## src/rtl/stepgen_cfg_sequencer.sv

```systemverilog
// AXI4-Lite master that loads the step-generator register bank word by word,
// optionally reading each word back, and reports done or an abort code.
//
// state    | meaning
// ---------+---------------------------------------------------------
// S_IDLE   | waiting for start after reset
// S_WR     | AW and W issued together, each dropped on its own handshake
// S_WRESP  | waiting for the write response
// S_RD     | AR issued at the same address as the write
// S_RDATA  | waiting for read data, compared against the written word
// S_NEXT   | one-cycle step to the next word or to S_DONE
// S_DONE   | all words loaded, done high until the next start
// S_ERR    | aborted, error/err_code/err_index high until the next start
module stepgen_cfg_sequencer #(
  parameter int          NUM_REGS  = 4,
  parameter logic [31:0] BASE_ADDR = 32'h0000_0000,
  parameter bit          VERIFY    = 1'b1
) (
  input  logic                     ACLK,
  input  logic                     ARESET,
  input  logic                     start,
  input  logic [NUM_REGS*32-1:0]   cfg_data,
  output logic                     busy,
  output logic                     done,
  output logic                     error,
  output logic [1:0]               err_code,
  output logic [3:0]               err_index,
  output logic [31:0]              M_AXI_AWADDR,
  output logic [2:0]               M_AXI_AWPROT,
  output logic                     M_AXI_AWVALID,
  input  logic                     M_AXI_AWREADY,
  output logic [31:0]              M_AXI_WDATA,
  output logic [3:0]               M_AXI_WSTRB,
  output logic                     M_AXI_WVALID,
  input  logic                     M_AXI_WREADY,
  input  logic [1:0]               M_AXI_BRESP,
  input  logic                     M_AXI_BVALID,
  output logic                     M_AXI_BREADY,
  output logic [31:0]              M_AXI_ARADDR,
  output logic [2:0]               M_AXI_ARPROT,
  output logic                     M_AXI_ARVALID,
  input  logic                     M_AXI_ARREADY,
  input  logic [31:0]              M_AXI_RDATA,
  input  logic [1:0]               M_AXI_RRESP,
  input  logic                     M_AXI_RVALID,
  output logic                     M_AXI_RREADY
);

  typedef enum logic [2:0] {
    S_IDLE, S_WR, S_WRESP, S_RD, S_RDATA, S_NEXT, S_DONE, S_ERR
  } state_t;

  localparam logic [3:0] LAST_IDX = 4'(NUM_REGS - 1);

  state_t      state, state_nxt;
  logic [3:0]  idx, idx_nxt;
  logic        aw_done, aw_done_nxt;
  logic        w_done, w_done_nxt;
  logic [1:0]  err_code_nxt;
  logic [3:0]  err_index_nxt;
  logic [31:0] cur_addr;
  logic [31:0] cur_word;
  logic        aw_hs, w_hs;

  assign cur_addr = BASE_ADDR + {26'd0, idx, 2'b00};

  always_comb begin
    cur_word = '0;
    for (int i = 0; i < NUM_REGS; i++) begin
      if (idx == 4'(i)) cur_word = cfg_data[32*i +: 32];
    end
  end

  assign aw_hs = M_AXI_AWVALID & M_AXI_AWREADY;
  assign w_hs  = M_AXI_WVALID & M_AXI_WREADY;

  // AXI outputs decode straight from registered state, so they are glitch-free
  // and fall to zero in the same cycle as an asynchronous reset.
  assign M_AXI_AWVALID = (state == S_WR) && !aw_done;
  assign M_AXI_WVALID  = (state == S_WR) && !w_done;
  assign M_AXI_AWADDR  = (state == S_WR) ? cur_addr : '0;
  assign M_AXI_WDATA   = (state == S_WR) ? cur_word : '0;
  assign M_AXI_AWPROT  = 3'b000;
  assign M_AXI_WSTRB   = 4'hF;
  assign M_AXI_BREADY  = (state == S_WRESP);
  assign M_AXI_ARVALID = (state == S_RD);
  assign M_AXI_ARADDR  = (state == S_RD) ? cur_addr : '0;
  assign M_AXI_ARPROT  = 3'b000;
  assign M_AXI_RREADY  = (state == S_RDATA);

  assign busy  = (state == S_WR) || (state == S_WRESP) || (state == S_RD) ||
                 (state == S_RDATA) || (state == S_NEXT);
  assign done  = (state == S_DONE);
  assign error = (state == S_ERR);

  always_ff @(posedge ACLK or posedge ARESET) begin
    if (ARESET) begin
      state     <= S_IDLE;
      idx       <= '0;
      aw_done   <= 1'b0;
      w_done    <= 1'b0;
      err_code  <= '0;
      err_index <= '0;
    end else begin
      state     <= state_nxt;
      idx       <= idx_nxt;
      aw_done   <= aw_done_nxt;
      w_done    <= w_done_nxt;
      err_code  <= err_code_nxt;
      err_index <= err_index_nxt;
    end
  end

  always_comb begin
    state_nxt     = state;
    idx_nxt       = idx;
    aw_done_nxt   = aw_done;
    w_done_nxt    = w_done;
    err_code_nxt  = err_code;
    err_index_nxt = err_index;
    case (state)
      S_IDLE, S_DONE, S_ERR: begin
        if (start) begin
          state_nxt     = S_WR;
          idx_nxt       = '0;
          aw_done_nxt   = 1'b0;
          w_done_nxt    = 1'b0;
          err_code_nxt  = 2'b00;
          err_index_nxt = '0;
        end
      end
      S_WR: begin
        if (aw_hs) aw_done_nxt = 1'b1;
        if (w_hs)  w_done_nxt  = 1'b1;
        if ((aw_done || aw_hs) && (w_done || w_hs)) begin
          state_nxt   = S_WRESP;
          aw_done_nxt = 1'b0;
          w_done_nxt  = 1'b0;
        end
      end
      S_WRESP: begin
        if (M_AXI_BVALID) begin
          if (M_AXI_BRESP == 2'b00) begin
            state_nxt = VERIFY ? S_RD : S_NEXT;
          end else begin
            state_nxt     = S_ERR;
            err_code_nxt  = 2'b01;
            err_index_nxt = idx;
          end
        end
      end
      S_RD: begin
        if (M_AXI_ARREADY) state_nxt = S_RDATA;
      end
      S_RDATA: begin
        if (M_AXI_RVALID) begin
          if (M_AXI_RRESP != 2'b00) begin
            state_nxt     = S_ERR;
            err_code_nxt  = 2'b10;
            err_index_nxt = idx;
          end else if (M_AXI_RDATA != cur_word) begin
            state_nxt     = S_ERR;
            err_code_nxt  = 2'b11;
            err_index_nxt = idx;
          end else begin
            state_nxt = S_NEXT;
          end
        end
      end
      S_NEXT: begin
        if (idx == LAST_IDX) begin
          state_nxt = S_DONE;
        end else begin
          idx_nxt   = idx + 4'd1;
          state_nxt = S_WR;
        end
      end
      default: state_nxt = S_IDLE;
    endcase
  end

endmodule

```

## config.mk

```make
export PLATFORM = sky130hd
export DESIGN_NAME = stepgen_cfg_sequencer
export DESIGN_NICKNAME = d
export VERILOG_FILES = /design/src/rtl/stepgen_cfg_sequencer.sv
export SDC_FILE = /design/constraint.sdc
export NUM_CORES = 1
export LEC_CHECK = 0
export CORE_MARGIN = 1.5
export CORE_UTILIZATION = 32
export CTS_BUF_LIST = sky130_fd_sc_hd__clkbuf_4 sky130_fd_sc_hd__clkbuf_8
export DETAILED_ROUTE_END_ITERATION = 7
export GPL_TIMING_DRIVEN = 1
export PLACE_DENSITY = 0.89
export SLEW_MARGIN = 20
export SYNTH_ARGS = -nofsm -noshare
export SYNTH_HDL_FRONTEND = slang
export SYNTH_SLANG_ARGS = --single-unit
```

## constraint.sdc

```tcl
create_clock -name ACLK -period 2.79 [get_ports ACLK]
set_input_delay 0.558 -clock ACLK [delete_from_list [all_inputs] [get_ports ACLK]]
set_output_delay 0.558 -clock ACLK [all_outputs]
set_load 0.005 [all_outputs]
```

Yosys cells after proc, flatten, opt, wreduce, memory -nomap -nowiden:

Index checks and enable logic that the tools add are counted.

* shift operators: 0
* magnitude comparators: 0
* $add $sub $neg: 1
* reduce and logical (&&, ||, !) cells: 24
* mux-type cells: 40
* divide/modulo/power cells: 0
* multipliers: 0
* eq/ne operators: 21
* bitwise logic cells: 2

Operator list (count)
* $mux 32: 5
* $ne 32x32->1: 1
* $mux 4: 7
* $mux 3: 7
* $pmux 3 s6: 1
* $mux 2: 8
* $eq 3x3->1 const B: 4
* $mux 6: 2
* $pmux 4 s3: 1
* $ne 2x2->1 const B: 5
* $reduce_and 3->1: 3
* $eq 4x2->1 const B: 2
* $pmux 4 s2: 1
* $eq 3x2->1 const B: 2
* $logic_or 1x1->1: 6
* $ne 3x2->1 const B: 2
* $pmux 2 s3: 1
* $reduce_and 6->1: 1
* $reduce_bool 2->1: 3
* $mux 1: 5
* $reduce_and 5->1: 1
* $add 4x1->4 const B: 1
* $eq 4x1->1 const B: 1
* $logic_not 4->1: 1
* 11 further kinds: 17

* output and inout bits: 120
* memories: 0
* input port bits: 172
* memory bits (read-only): 0
* bits in writable memories: 0
* word-level logic and storage cells: 94
* register bits: 15
* latch bits: 0

Longest topological paths before layout:

Gate-level depths: netlist of run 1.

* depth in word-level cells: 10
* gate-level depth with buffers: 13
* gate-level depth less buffers: 10

Worst setup path before layout of run 1:

No wires, ideal clock.

* path kind: reg2reg
* start point: reg idx[0]
* end point: reg err_code[0]
* slack: -0.195 ns
* cell stages (with the launch flop): 14
* data required time: 2.671 ns
* library setup time: 0.119 ns
* arrival: 2.867 ns
* path buffers: 3
* clock period less this slack: 2.985 ns
* cells stage by stage: dfrtp_1 inv_1 ha_1 buf_2 nor2b_2 buf_6 a221o_1 nand3b_1 o2111ai_1 nor4_1 and2_0 clkbuf_1 a31oi_1 o21a_1

* word-level cells in the longest chain between the ends: 8
* elaborated cells on any way between the ends: 11
* those cells by class: 5 x eq/ne; 4 x mux; 2 x reduce/logical

Ends and longest elaborated chain
* start: declaration: line 56 `logic [3:0] idx, idx_nxt;`
* start signal: assignment: line 106 `idx <= idx_nxt;`
* $logic_not 4->1: line 70 `if (idx == 4'(i)) cur_word = cfg_data[32*i +: 32];`
* $mux 32 (3 in a row): line 70
* $mux 32 *: line 70
* $ne 32x32->1 *: line 161 `end else if (M_AXI_RDATA != cur_word) begin`
* $ne 3x1->1 (no source line) *
* $reduce_and 6->1 (no source line) *
* end signal: assignment: line 109 `err_code <= err_code_nxt;`
* end: declaration: line 26 `output logic [1:0] err_code,`

Every way passes the cells marked *; elsewhere a longest branch is shown, timed or not.
A chain may end at the register's enable or synchronous reset.

Final worst setup path of run 1:

* start point: reg idx[1]
* end point: reg err_index[3]

* word-level cells in the longest chain between the ends: 8
* elaborated cells on any way between the ends: 11
* those cells by class: 5 x eq/ne; 4 x mux; 2 x reduce/logical

Ends and longest elaborated chain
* $logic_not 4->1: line 70
* $mux 32 (3 in a row): line 70
* $mux 32 *: line 70
* $ne 32x32->1 *: line 161
* $ne 3x1->1 (no source line) *
* $reduce_and 6->1 (no source line) *
* end signal: assignment: line 110 `err_index <= err_index_nxt;`
* end: declaration: line 27 `output logic [3:0] err_index,`

Marked as above.

==> flow_metrics.env, run 1 <==
export IMPL_cellLeakagePower_nw=3.38
export IMPL_io_buffers=225
export IMPL_ys_ff_latch=15
export IMPL_cts_buffers=3
export IMPL_final_setup_skew_ns=0.00358
export IMPL_die_area_mm2=0.0128
export IMPL_clock_path_buffers=2
export IMPL_path_max_fanout=8
export IMPL_antenna_found_initial=2
export IMPL_outcome="finished with violations"
export IMPL_wl_met2_mm=10.6
export IMPL_cap_violations=0
export IMPL_clock_sink_count=15
export IMPL_grt_max_degree=36
export IMPL_ir_worst_vdd_v=0.000641
export IMPL_core_area_mm2=0.0119
export IMPL_finalHoldViolCount=0
export IMPL_synth_simple_gate_area_share_pct=31.1
export IMPL_timing_final_ws_setup_ns=-0.376
export IMPL_hold_class="flop to flop"
export IMPL_post_route_min_period_ns=3.17
export IMPL_nets=1086
export IMPL_rows=40
export IMPL_slew_violations=0
export IMPL_cts_htree_levels=1
export IMPL_clk_pin_slew_ns=0.07
export IMPL_first_iter_violations=379
export IMPL_holdWs_ns=0.516
export IMPL_synth_top_cells_by_count="71 x buf_4, 55 x a21oi_1, 43 x nand2_1, 36 x nor2_1, 25 x o21ai_0"
export IMPL_p_total_mw=6.30
export IMPL_relSlewSlack_pct=58.2
export IMPL_synthMostInstantiatedCell="buf_4"
export IMPL_vias_per_cell=5.53
export IMPL_synth_area_per_cell_um2=6.91
export IMPL_synth_edff_count=0
export IMPL_syn_to_final_growth_pct=102
export IMPL_dpl_cell_area_mm2=0.00693
export IMPL_synth_main_ff_cell="dfrtp_1"
export IMPL_drive_gt1_share_pct=32.2
export IMPL_yosys_area_share_xor_xnor_pct=1.13
export IMPL_finalCritPeriodShare_pct=113
export IMPL_async_reset_ff_share_pct=100
export IMPL_synthDominantCellAreaShare_pct=13.7
export IMPL_wl_per_cell_um=20.1
export IMPL_final_area_mm2=0.00783
export IMPL_syn_inst=561
export IMPL_rsz0062_at_grt="yes"
export IMPL_antenna_left=0
export IMPL_synth_compound_area_share_pct=35.0
export IMPL_wl_met3_mm=1.92
export IMPL_first_global_vias=5606
export IMPL_num_vias=5857
export IMPL_fmax_mhz=316
export IMPL_gr_total_overflow=0
export IMPL_yosysTopAreaCell="buf_4"
export IMPL_required_ns=2.92
export IMPL_dp_hpwl_mm=15.6
export IMPL_worstSetupEndpointType="flop"
export IMPL_clk_latency_ns=0.25
export IMPL_m1WireLength_mm=7.68
export IMPL_cp_arrival_ns=3.30
export IMPL_io_pins=292
export IMPL_powerDensity_mw_per_mm2=805
export IMPL_wl_mm=21.3
export IMPL_dr_pass1_iters=5
export IMPL_dieHeight_um=113
export IMPL_grt_total_usage_pct=29.3
export IMPL_maxUsedRoutingLayer="met4"
export IMPL_startpoint_type="flop"
export IMPL_muxShareOfSynthArea_pct=1.10
export IMPL_worstMarginPinSlew_ns=0.627
export IMPL_start_util_pct=32.6
export IMPL_grt_pass1_wl_mm=29.8
export IMPL_seq_area_frac_synth_pct=9.68
export IMPL_setup_viol_count_final=15
export IMPL_synthAdderAreaFrac_pct=1.29
export IMPL_cts_tree="yes"
export IMPL_mappedNetlistArea_mm2=0.00388
export IMPL_yosys_warnings=0
export IMPL_route_detailed_drc=0
export IMPL_yosys_top_cells_area="buf_4 14%, dfrtp_1 9.7%, a21oi_1 7.1%"
export IMPL_post_place_ws_ns=-0.494
export IMPL_ff2ff_setup_slack_ns=-0.38
export IMPL_gp_congestion=1.05
export IMPL_root_buffer="clkbuf_8"
export IMPL_synth_top_family_by_area="compound AO/OA/AOI/OAI gates"
export IMPL_violations="setup timing"
export IMPL_synth_distinct_cells=70
export IMPL_die_w_um=113
export IMPL_path_class="flop to flop"
[worst paths after layout]
| check | from | endpoint | cells after the start |
|---|---|---|---|
| max in group asynchronous | ARESET | idx[0]$_DFFE_PP0P_ | 2 |
| max reg2reg | idx[1]$_DFFE_PP0P_ | err_index[3]$_DFFE_PP0P_ | 13 |
| min reg2reg | err_code[0]$_DFFE_PP0P_ | err_code[0]$_DFFE_PP0P_ | 1 |
| max | idx[1]$_DFFE_PP0P_ | err_index[3]$_DFFE_PP0P_ | 13 |
| min | err_code[0]$_DFFE_PP0P_ | err_code[0]$_DFFE_PP0P_ | 1 |
| min in group asynchronous | ARESET | state[0]$_DFFE_PP0P_ | 2 |
[power by group]
part	switching, mW	internal (mW)
clock	0.0809	0.0989
combinational	2.76	3.00
sequential	0.0697	0.290
[kinds of logic after synthesis]
kind of cell             count (synthesis)
flip-flops                              15
adder cells (fa/ha/maj)                  4
multiplexers                             4
XOR/XNOR                                 5
other                                    2
AO/OA/AOI/OAI                          192
AND/OR/NAND/NOR                        208
buffers and inverters                  131
[cell usage in the layout (no fill, tap or decap), drive strengths merged, types with 8 or more instances in the layout]
| cell type | count |
|---|---|
| a211o | 8 |
| a21o | 8 |
| a21oi | 55 |
| a221o | 9 |
| a221oi | 12 |
| a2bb2oi | 8 |
| and2 | 9 |
| buf | 177 |
| clkbuf | 15 |
| clkdlybuf4s50 | 193 |
| conb | 66 |
| dfrtp | 15 |
| inv | 24 |
| nand2 | 43 |
| nand3 | 18 |
| nand3b | 19 |
| nand4 | 11 |
| nor2 | 36 |
| nor2b | 12 |
| nor3 | 10 |
| o21ai | 26 |
[timing repair]
action / 4_1_cts / 5_1_grt
pin swaps: 39 / 53
buffers inserted: 28 / 17
hold buffers: 0 / 0
endpoints found under the setup margin: 39 / 38
cloned: 1 / 1
resized for setup: 157 / 86
[sequential cells by signal, indices dropped and copies added (netlist names)]
register,cells
w_done,1
aw_done,1
err_code,2
state,3
err_index,4
idx,4
[per-stage QoR]
step | setup TNS (ns) | util, % | instances
after CTS | -2.15 | 63.0 | 1042
after global routing | -5.59 | 65.7 | 1058
after detailed placement | -6.82 | 58.2 | 1011
final | -3.10 | 65.7 | 1059
after global placement | -5.47 | 58.2 | 1011
after floorplan | -0.147 | - | 625
[layer usage]
metal,global-route usage [%],up-vias
li1,-,2668
met1,33.1,2721
met2,54.6,371
met3,5.46,97
met4,10.8,0
met5,0,-
[critical path, stage by stage (launching register included)]
cell and delay (ns):
dfrtp_2 0.45, inv_4 0.07, ha_4 0.18, buf_12 0.13, buf_6 0.11, nand3b_1 0.24, a2111oi_4 0.38, a211oi_2 0.15
a2111oi_4 0.34, nand4_1 0.20, nor4_4 0.35, buf_6 0.20, o211a_1 0.16, nand3_1 0.08
[final cells by class]
cell class | instances | area [um2]
clock inverters | 1 | 5.00
clock buffers | 3 | 41.3
fillers | 968 | 4080
diodes | 3 | 7.51
flip-flops and latches | 15 | 378
multi-input cells | 479 | 3520
repair buffers | 387 | 3590
inverters | 24 | 100
well taps | 147 | 184
Note: power is estimated with default switching activity, not from simulation.
==> run 2: changes to the inputs <==
--- a/config.mk
+++ b/config.mk
@@ -9,7 +9,6 @@
 export CORE_UTILIZATION = 32
 export CTS_BUF_LIST = sky130_fd_sc_hd__clkbuf_4 sky130_fd_sc_hd__clkbuf_8
 export DETAILED_ROUTE_END_ITERATION = 7
-export GPL_TIMING_DRIVEN = 1
 export PLACE_DENSITY = 0.89
 export SLEW_MARGIN = 20
 export SYNTH_ARGS = -nofsm -noshare
==> results of run 2 <==
No change in the layout: final DEF, timing and power equal those of run 1.
==> run 3: changes to the inputs <==
--- a/config.mk
+++ b/config.mk
@@ -5,11 +5,12 @@
 export SDC_FILE = /design/constraint.sdc
 export NUM_CORES = 1
 export LEC_CHECK = 0
-export CORE_MARGIN = 1.5
-export CORE_UTILIZATION = 32
+export CORE_AREA = 2 2 114 116
 export CTS_BUF_LIST = sky130_fd_sc_hd__clkbuf_4 sky130_fd_sc_hd__clkbuf_8
+export CTS_CLUSTER_SIZE = 30
 export DETAILED_ROUTE_END_ITERATION = 7
-export PLACE_DENSITY = 0.89
+export DIE_AREA = 0 0 116 118
+export PLACE_DENSITY = 0.84
 export SLEW_MARGIN = 20
 export SYNTH_ARGS = -nofsm -noshare
 export SYNTH_HDL_FRONTEND = slang
==> constraint.sdc (replaced) <==
create_clock -name ACLK -period 3.7 [get_ports ACLK]
set_input_delay 0.74 -clock ACLK [delete_from_list [all_inputs] [get_ports ACLK]]
set_output_delay 0.74 -clock ACLK [all_outputs]
set_load 0.005 [all_outputs]
==> run 3 against run 2 <==
Compared with the run above: the flow now finishes without violations; largest power group unchanged; sequential power shrank 17%; count of clock-buffer cells in the layout grew 1; die area is 7.0% higher; via count is 14% lower; final area is 21% lower; final cell count is 10% lower; non-clock buffer count down 132; clock power shrank 20%; critical path depth down 6.
==> flow_metrics.env, run 3 (synthesis gave the netlist of run 1 again) <==
export IMPL_slowest_delay_ns=0.52
export IMPL_grt_max_degree=36
export IMPL_hold_class="flop to flop"
export IMPL_setup_viol_count_final=0
export IMPL_clock_sink_count=15
export IMPL_antenna_left=0
export IMPL_final_common_cell="clkdlybuf4s50_1"
export IMPL_path_class="flop to primary output"
export IMPL_cellLeakagePower_nw=2.49
export IMPL_crit_cells=7
export IMPL_dr_pass1_iters=5
export IMPL_core_area_mm2=0.0124
export IMPL_rsz0062_at_grt="no"
export IMPL_ir_worst_vdd_v=0.000353
export IMPL_cap_violations=0
export IMPL_slowest_stage="or3_1"
export IMPL_worstMarginPinSlew_ns=0.620
export IMPL_reg2regPathDepth=12
export IMPL_die_area_mm2=0.0137
export IMPL_gr_total_overflow=0
export IMPL_grt_pass1_wl_mm=26.5
export IMPL_final_cell_mix="225 x clkdlybuf4s50_1, 66 x conb_1, 55 x a21oi_1, 43 x nand2_1, 36 x nor2_1"
export IMPL_rows=41
export IMPL_post_route_min_period_ns=3.57
export IMPL_fin_cells=951
export IMPL_dpl_cell_area_mm2=0.00614
export IMPL_outcome="completed"
export IMPL_cts_tree="yes"
export IMPL_nets=954
export IMPL_finalCritPeriodShare_pct=96.4
export IMPL_relSlewSlack_pct=58.6
export IMPL_antenna_found_initial=3
export IMPL_first_global_vias=4812
export IMPL_cp_arrival_ns=2.83
export IMPL_finalHoldViolCount=0
export IMPL_first_iter_violations=318
export IMPL_dp_hpwl_mm=14.3
export IMPL_required_ns=2.96
export IMPL_drive_gt1_share_pct=6.95
export IMPL_powerDensity_mw_per_mm2=535
export IMPL_whs_path_depth=1
export IMPL_gp_congestion=0.898
export IMPL_cp_top_family="simple AND/OR/NAND/NOR gates"
export IMPL_route_detailed_drc=0
export IMPL_dp_cells=945
export IMPL_syn_to_final_growth_pct=60.2
export IMPL_reg_top3="err_index: 4 flops, idx: 4 flops, state: 3 flops"
export IMPL_final_setup_skew_ns=0.000717
export IMPL_cts_buffers=3
export IMPL_wl_per_cell_um=18.7
export IMPL_path_max_fanout=19
export IMPL_setup_tns_ns=0
export IMPL_io_pins=292
export IMPL_fmax_mhz=280
export IMPL_start_util_pct=31.2
export IMPL_root_buffer="clkbuf_8"
export IMPL_grt_total_usage_pct=24.6
export IMPL_cts_htree_levels=1
export IMPL_clock_path_buffers=2
export IMPL_post_cts_buffers=0
export IMPL_vias_per_cell=5.32
export IMPL_path_buf_inv=2
export IMPL_postLayoutCoreUtil_pct=50.0
export IMPL_dieHeight_um=118
export IMPL_final_area_mm2=0.00621
export IMPL_num_vias=5059
export IMPL_clk_latency_ns=0.25
export IMPL_startpoint_type="flop"
export IMPL_io_buffers=225
export IMPL_die_w_um=116
export IMPL_clk_pin_slew_ns=0.06
export IMPL_slew_violations=0
export IMPL_worstSetupEndpointType="primary output"
export IMPL_holdWs_ns=0.510
export IMPL_worstPathCellList="ha_1, or3_1, buf_12, a21o_1, or2_2, a21oi_1, clkdlybuf4s50_1"
export IMPL_wl_mm=17.8
-- run 3: cell types whose count changed in the layout (fill, tap and decap cells not counted), moves of 11 or more --
cell	change
a21oi_1	+23
a21oi_2	-20
buf_6	-24
buf_4	-96
clkbuf_2	-11
clkdlybuf4s50_1	+32
buf_2	-16
-- run 3: power by group --
part | internal, mW | switching [mW]
clock | 0.0836 | 0.0600
sequential | 0.216 | 0.0822
combinational | 1.39 | 1.49
-- run 3: path summary, 6_finish.rpt --
path	from	end	slack, ns
max in group asynchronous	ARESET	idx[2]$_DFFE_PP0P_	2.44
setup / recovery	idx[0]$_DFFE_PP0P_	M_AXI_WDATA[7]	0.13
min in group asynchronous	ARESET	state[2]$_DFFE_PP0P_	0.86
hold reg to reg	err_code[0]$_DFFE_PP0P_	err_code[0]$_DFFE_PP0P_	0.51
hold / removal	err_code[0]$_DFFE_PP0P_	err_code[0]$_DFFE_PP0P_	0.51
setup reg to reg	idx[0]$_DFFE_PP0P_	state[1]$_DFFE_PP0P_	0.30
-- run 3: layer usage --
| layer | part of all wire, % | GRT usage, % | up-vias |
|---|---|---|---|
| li1 | - | - | 2406 |
| met1 | 41 | 31.2 | 2342 |
| met2 | 48 | 42.4 | 277 |
| met3 | 9.3 | 4.84 | 32 |
| met4 | 2.4 | 5.95 | 2 |
| met5 | 0.090 | 0 | - |
-- run 3: area by class of cell --
cell class | instances | area, um2
clock buffers | 4 | 48.8
flip-flops and latches | 15 | 375
repair buffers | 255 | 2500
well taps | 172 | 215
fillers | 1270 | 6200
multi-input cells | 479 | 2980
diodes | 2 | 5.00
inverters | 24 | 90.1
-- run 3: through the flow --
step / power, mW / setup WS [ns]
floorplan: 1.98 / 0.715
global placement: 3.12 / 0.223
detailed placement: 3.13 / 0.199
CTS: 3.29 / 0.126
global route: 3.59 / 0.00548
finish: 3.32 / 0.133
-- run 3: timing repair --
item,4_1_cts,5_1_grt
endpoints found under the hold margin,0,0
hold buffers,0,0
setup endpoints to repair,0,2
resized for setup,0,3
